<file path="config.mk">
export PLATFORM = sky130hd
export DESIGN_NAME = univ_shift_reg
export DESIGN_NICKNAME = d
export VERILOG_FILES = /design/src/rtl/shift_reg_pkg.sv /design/src/rtl/shift_step.sv /design/src/rtl/univ_shift_reg.sv
export SDC_FILE = /design/constraint.sdc
export NUM_CORES = 1
export LEC_CHECK = 0
export ABC_AREA = 1
export BUFFER_PORTS_ARGS = -buffer_cell sky130_fd_sc_hd__clkbuf_2
export CORE_MARGIN = 2
export CORE_UTILIZATION = 48
export CTS_CLUSTER_DIAMETER = 150
export CTS_CLUSTER_SIZE = 16
export DETAILED_ROUTE_END_ITERATION = 7
export PLACE_DENSITY_LB_ADDON = 0.12
export SYNTH_ARGS = -nofsm -noshare
export SYNTH_HDL_FRONTEND = slang
export SYNTH_SLANG_ARGS = --single-unit
</file>
<file path="constraint.sdc">
create_clock -name clk -period 1.1 [get_ports clk]
set_input_delay 0.11 -clock clk [delete_from_list [all_inputs] [get_ports clk]]
set_output_delay 0.11 -clock clk [all_outputs]
set_load 0.1 [all_outputs]
</file>
<file path="src/rtl/shift_reg_pkg.sv">
// Shared encodings for the universal shift register: command opcodes and FSM states.
package shift_reg_pkg;

   typedef enum logic [2:0] {
      OP_NOP  = 3'b000,
      OP_LOAD = 3'b001,
      OP_DUMP = 3'b010,
      OP_SHR  = 3'b011,
      OP_SAR  = 3'b100,
      OP_SHL  = 3'b101,
      OP_ROR  = 3'b110,
      OP_ROL  = 3'b111
   } op_t;

   typedef enum logic {
      ST_IDLE  = 1'b0,
      ST_SHIFT = 1'b1
   } state_t;

   function automatic logic is_shift_op(input op_t o);
      return (o == OP_SHR) || (o == OP_SAR) || (o == OP_SHL) ||
             (o == OP_ROR) || (o == OP_ROL);
   endfunction

endpackage

</file>
<file path="src/rtl/shift_step.sv">
// One-bit shift/rotate step: next storage value and the bit that leaves the register.
module shift_step
   import shift_reg_pkg::*;
#(
   parameter int REG_WIDTH = 8
) (
   input  logic [REG_WIDTH-1:0] s,
   input  op_t                  op,
   input  logic                 shiftin,
   output logic [REG_WIDTH-1:0] next,
   output logic                 out_bit
);

   always_comb begin
      next    = s;
      out_bit = 1'b0;
      case (op)
         OP_SHR: begin
            next    = {shiftin, s[REG_WIDTH-1:1]};
            out_bit = s[0];
         end
         OP_SAR: begin
            next    = {s[REG_WIDTH-1], s[REG_WIDTH-1:1]};
            out_bit = s[0];
         end
         OP_SHL: begin
            next    = {s[REG_WIDTH-2:0], shiftin};
            out_bit = s[REG_WIDTH-1];
         end
         OP_ROR: begin
            next    = {s[0], s[REG_WIDTH-1:1]};
            out_bit = s[0];
         end
         OP_ROL: begin
            next    = {s[REG_WIDTH-2:0], s[REG_WIDTH-1]};
            out_bit = s[REG_WIDTH-1];
         end
         default: begin
            next    = s;
            out_bit = 1'b0;
         end
      endcase
   end

endmodule

</file>
<file path="src/rtl/univ_shift_reg.sv">
// Universal shift register: load/dump/shift/rotate commands with a valid/ready handshake
// and multi-cycle shifts executed one bit per clock.
module univ_shift_reg
   import shift_reg_pkg::*;
#(
   parameter  int REG_WIDTH = 8,
   localparam int AMT_WIDTH = $clog2(REG_WIDTH) + 1
) (
   input  logic                 clk,
   input  logic                 rst_n,
   input  logic [REG_WIDTH-1:0] inbus,
   input  logic                 cmd_valid,
   output logic                 cmd_ready,
   input  logic [2:0]           op,
   input  logic [AMT_WIDTH-1:0] amount,
   input  logic                 shiftin,
   output logic [REG_WIDTH-1:0] outbus,
   output logic                 shiftout,
   output logic                 lsb,
   output logic                 msb,
   output logic                 done
);

   state_t                 state_q, state_d;
   op_t                    op_q, op_d;
   op_t                    op_in;
   logic [AMT_WIDTH-1:0]   cnt_q, cnt_d;
   logic [AMT_WIDTH-1:0]   amt_clamped;
   logic [REG_WIDTH-1:0]   storage_q, storage_d;
   logic [REG_WIDTH-1:0]   outbus_d;
   logic                   shiftout_d;
   logic                   done_d;
   logic [REG_WIDTH-1:0]   step_next;
   logic                   step_out;

   assign op_in       = op_t'(op);
   assign amt_clamped = (amount > AMT_WIDTH'(REG_WIDTH)) ? AMT_WIDTH'(REG_WIDTH) : amount;
   assign cmd_ready   = (state_q == ST_IDLE);
   assign lsb         = storage_q[0];
   assign msb         = storage_q[REG_WIDTH-1];

   shift_step #(
      .REG_WIDTH (REG_WIDTH)
   ) u_step (
      .s       (storage_q),
      .op      (op_q),
      .shiftin (shiftin),
      .next    (step_next),
      .out_bit (step_out)
   );

   always_ff @(posedge clk or negedge rst_n) begin
      if (!rst_n) begin
         state_q   <= ST_IDLE;
         op_q      <= OP_NOP;
         cnt_q     <= '0;
         storage_q <= '0;
         outbus    <= '0;
         shiftout  <= 1'b0;
         done      <= 1'b0;
      end else begin
         state_q   <= state_d;
         op_q      <= op_d;
         cnt_q     <= cnt_d;
         storage_q <= storage_d;
         outbus    <= outbus_d;
         shiftout  <= shiftout_d;
         done      <= done_d;
      end
   end

   always_comb begin
      state_d    = state_q;
      op_d       = op_q;
      cnt_d      = cnt_q;
      storage_d  = storage_q;
      outbus_d   = outbus;
      shiftout_d = shiftout;
      done_d     = 1'b0;
      case (state_q)
         ST_IDLE: begin
            if (cmd_valid) begin
               if (op_in == OP_LOAD) begin
                  storage_d  = inbus;
                  shiftout_d = 1'b0;
                  done_d     = 1'b1;
               end else if (op_in == OP_DUMP) begin
                  outbus_d = storage_q;
                  done_d   = 1'b1;
               end else if (is_shift_op(op_in)) begin
                  // A zero count completes immediately without entering SHIFT.
                  op_d  = op_in;
                  cnt_d = amt_clamped;
                  if (amt_clamped == '0) begin
                     done_d = 1'b1;
                  end else begin
                     state_d = ST_SHIFT;
                  end
               end
            end
         end
         ST_SHIFT: begin
            storage_d  = step_next;
            shiftout_d = step_out;
            cnt_d      = cnt_q - AMT_WIDTH'(1);
            if (cnt_q == AMT_WIDTH'(1)) begin
               state_d = ST_IDLE;
               done_d  = 1'b1;
            end
         end
         default: begin
            state_d = ST_IDLE;
         end
      endcase
   end

endmodule

</file>
==> run summary <==
status -> finished with violations
failing checks -> design-rule violations, negative setup slack
post-synth cell types -> 21
Ys Warns -> 0
antenna-violating nets left -> 0
synthesized flop and latch total -> 26
Starting Density -> 0.514
I/O Buffers -> 31
Pins Over Slew Limit -> 0
vias per inst -> 5.33
commonest non-fill, non-tap cell in the layout -> nand2_1
Root Buffer -> clkbuf_4
HP Class -> in -> reg
CTS tree -> yes
clk_lat worst skew -> 0.33 ns
Reg clk slew, reported paths -> 0.14 ns
1st-pass router iterations -> 6
Die Wd -> 58.8 um
Hold WS -> 0.0334 ns
Max Clock Skew -> 0.00765 ns
Hold Path Stages -> 3
Seq/Total Area, Yosys -> 0.451
pin count of the biggest net entering global routing -> 27
Net Count, Synth -> 209
slowest cell on the critical path -> dfrtp_2
critical path startpoint category -> flip-flop
crit-path cells -> inv_4 -> buf_6 -> buf_12
grt ovf -> 0
worst-margin pin slew -> 0.334 ns
most frequent cells in the layout -> 43 x nand2_1, 19 x buf_4, 18 x clkbuf_2, 17 x nand2_2, 16 x buf_12
period utilization -> 1.16
hold path startpoint -> op[2]
area grow syn2layout -> 54.4%
antenna fix cells -> 0
R2R cell count -> 6
CTS sink cnt -> 26
die outline height -> 58.8 um
vias in the first global route -> 1412
area of the multi-input gates -> 779 sq um
Final setup viols -> 29
Netlist Area Pre-Place -> 1440 sq um
wire per inst -> 14.6 um
Crit. End Element -> primary output
RSZ-0062 raised after global routing -> yes
min Tclk post-route -> 1.28 ns
Num CTS Buffers -> 3
R2R setup slack -> -0.16 ns
endpoints failing hold -> 0
worst setup margin -> -0.175 ns
Gate Count Post-Synth -> 188
critical path class -> reg -> out
syn avg cell area -> 7.67 sq um
Vias -> 1472
Reg area -> 672 sq um
DIE AREA -> 3460 sq um
WL final -> 4040 um
global-route wire length before repair -> 6330 um
Total GRT Usage -> 0.240
dpl hpwl -> 2690 um
Final nets -> 267
worst-case clock buffer depth -> 2
end of the worst hold path -> op_q[2]
Critical Path Max Stage Delay -> 0.49 ns
initial drt markers -> 67
worst path required time -> 0.99 ns
initial antenna violation count -> 0
fillers -> 184
std cell rows -> 19
# IOs -> 32
# H-tree levels -> 1
DRC errors left -> 2
WP data arrival -> 1.17 ns
RePlAce Congestion -> 0.912
max-cap violation count -> 0
reg2reg start -> state_q
FF-to-FF End -> done
Rel. slew slack -> 0.778
Crit. Startpoint -> state_q
layout cells sized above 1 -> 0.490
core area -> 2810 sq um
biggest fanout along the worst timing path -> 4
FMAX -> 0.784 GHz
synth_stat cells:
cell      count  share of area
nand2_1      60           0.16
dfrtp_1      26           0.45
inv_1        18          0.047
nand3_1      14          0.049
nor2_1       13          0.034
a21oi_1       9          0.031
o21ai_0       8          0.028
o21ai_2       8          0.049
or2_2         7          0.030
o21ai_1       6          0.021
o211ai_1      3          0.016
buf_2         2         0.0069
buf_6         2          0.016
ha_1          2          0.017
inv_2         2         0.0052
nand2_2       2         0.0087
nand3_2       2          0.014
nor2_2        1         0.0043
nor2_4        1         0.0078
o21a_1        1         0.0052
o22ai_1       1         0.0043
cell type report:
type / instances / area share
clock inverter: 1 / 0.0135
sequential: 26 / 0.302
inverter: 20 / 0.0393
timing repair buffer: 57 / 0.268
clock buffer: 3 / 0.0101
multi-input combinational: 138 / 0.350
tap: 31 / 0.0174
through the flow:
step | cell area [sq um] | TNS (ns) | util | instances | setup slack, ns
5_1_grt | 2230 | -4.90 | 0.794 | 276 | -0.222
6_report | 2230 | -3.35 | 0.794 | 276 | -0.175
2_1_floorplan | 1500 | -0.0736 | - | 188 | -0.0140
3_3_place_gp | 1940 | -1.41 | 0.690 | 259 | -0.0818
4_1_cts | 2150 | -1.93 | 0.766 | 274 | -0.154
3_5_place_dp | 1940 | -2.85 | 0.690 | 259 | -0.160
worst max path at each step:
stage,slack (ns),to,cells after the start
3_3_place_gp,-0.08,outbus[4],4
4_1_cts,-0.15,cmd_ready,3
6_report,-0.18,cmd_ready,3
2_1_floorplan,-0.01,outbus[0],5
5_1_grt,-0.22,op_q[2],6
3_5_place_dp,-0.16,outbus[4],4
timing repair:
item                                   in CTS  in global routing
hold buffers                                1                  0
endpoints found under the hold margin      26                  0
setup endpoints to repair                  29                 30
setup buffers                              10                  2
resized for setup                          19                 18
pin swaps                                   7                 11
kinds of logic (layout without fill, tap and decap cells):
kind of cell | count (synthesis) | count (layout) | share of synthesized area
fa+ha+maj | 2 | 2 | 0.0173
buf+inv | 24 | 81 | 0.0746
simple gates | 100 | 100 | 0.304
flops | 26 | 26 | 0.451
compound gates | 36 | 36 | 0.154
worst max-delay path, delay by kind of cell (launching register included):
family   cells  cell delay (ns)
buf+inv      3             0.35
flops        1             0.49
sequential cells by signal, summed over array words and instances, names as in the netlist:
name	cells
cnt_q	4
done	1
op_q	3
outbus	8
shiftout	1
state_q	1
storage_q	8
per-layer routing:
metal	routed length [um]	GRT usage
met1	1630	0.317
met2	2160	0.408
met3	179	0.0242
met4	69	0.0877
met5	0	0
Power is left out: the tool's default activity adds up to more than one toggle a clock period on the data nets, which glitch-free logic cannot reach.
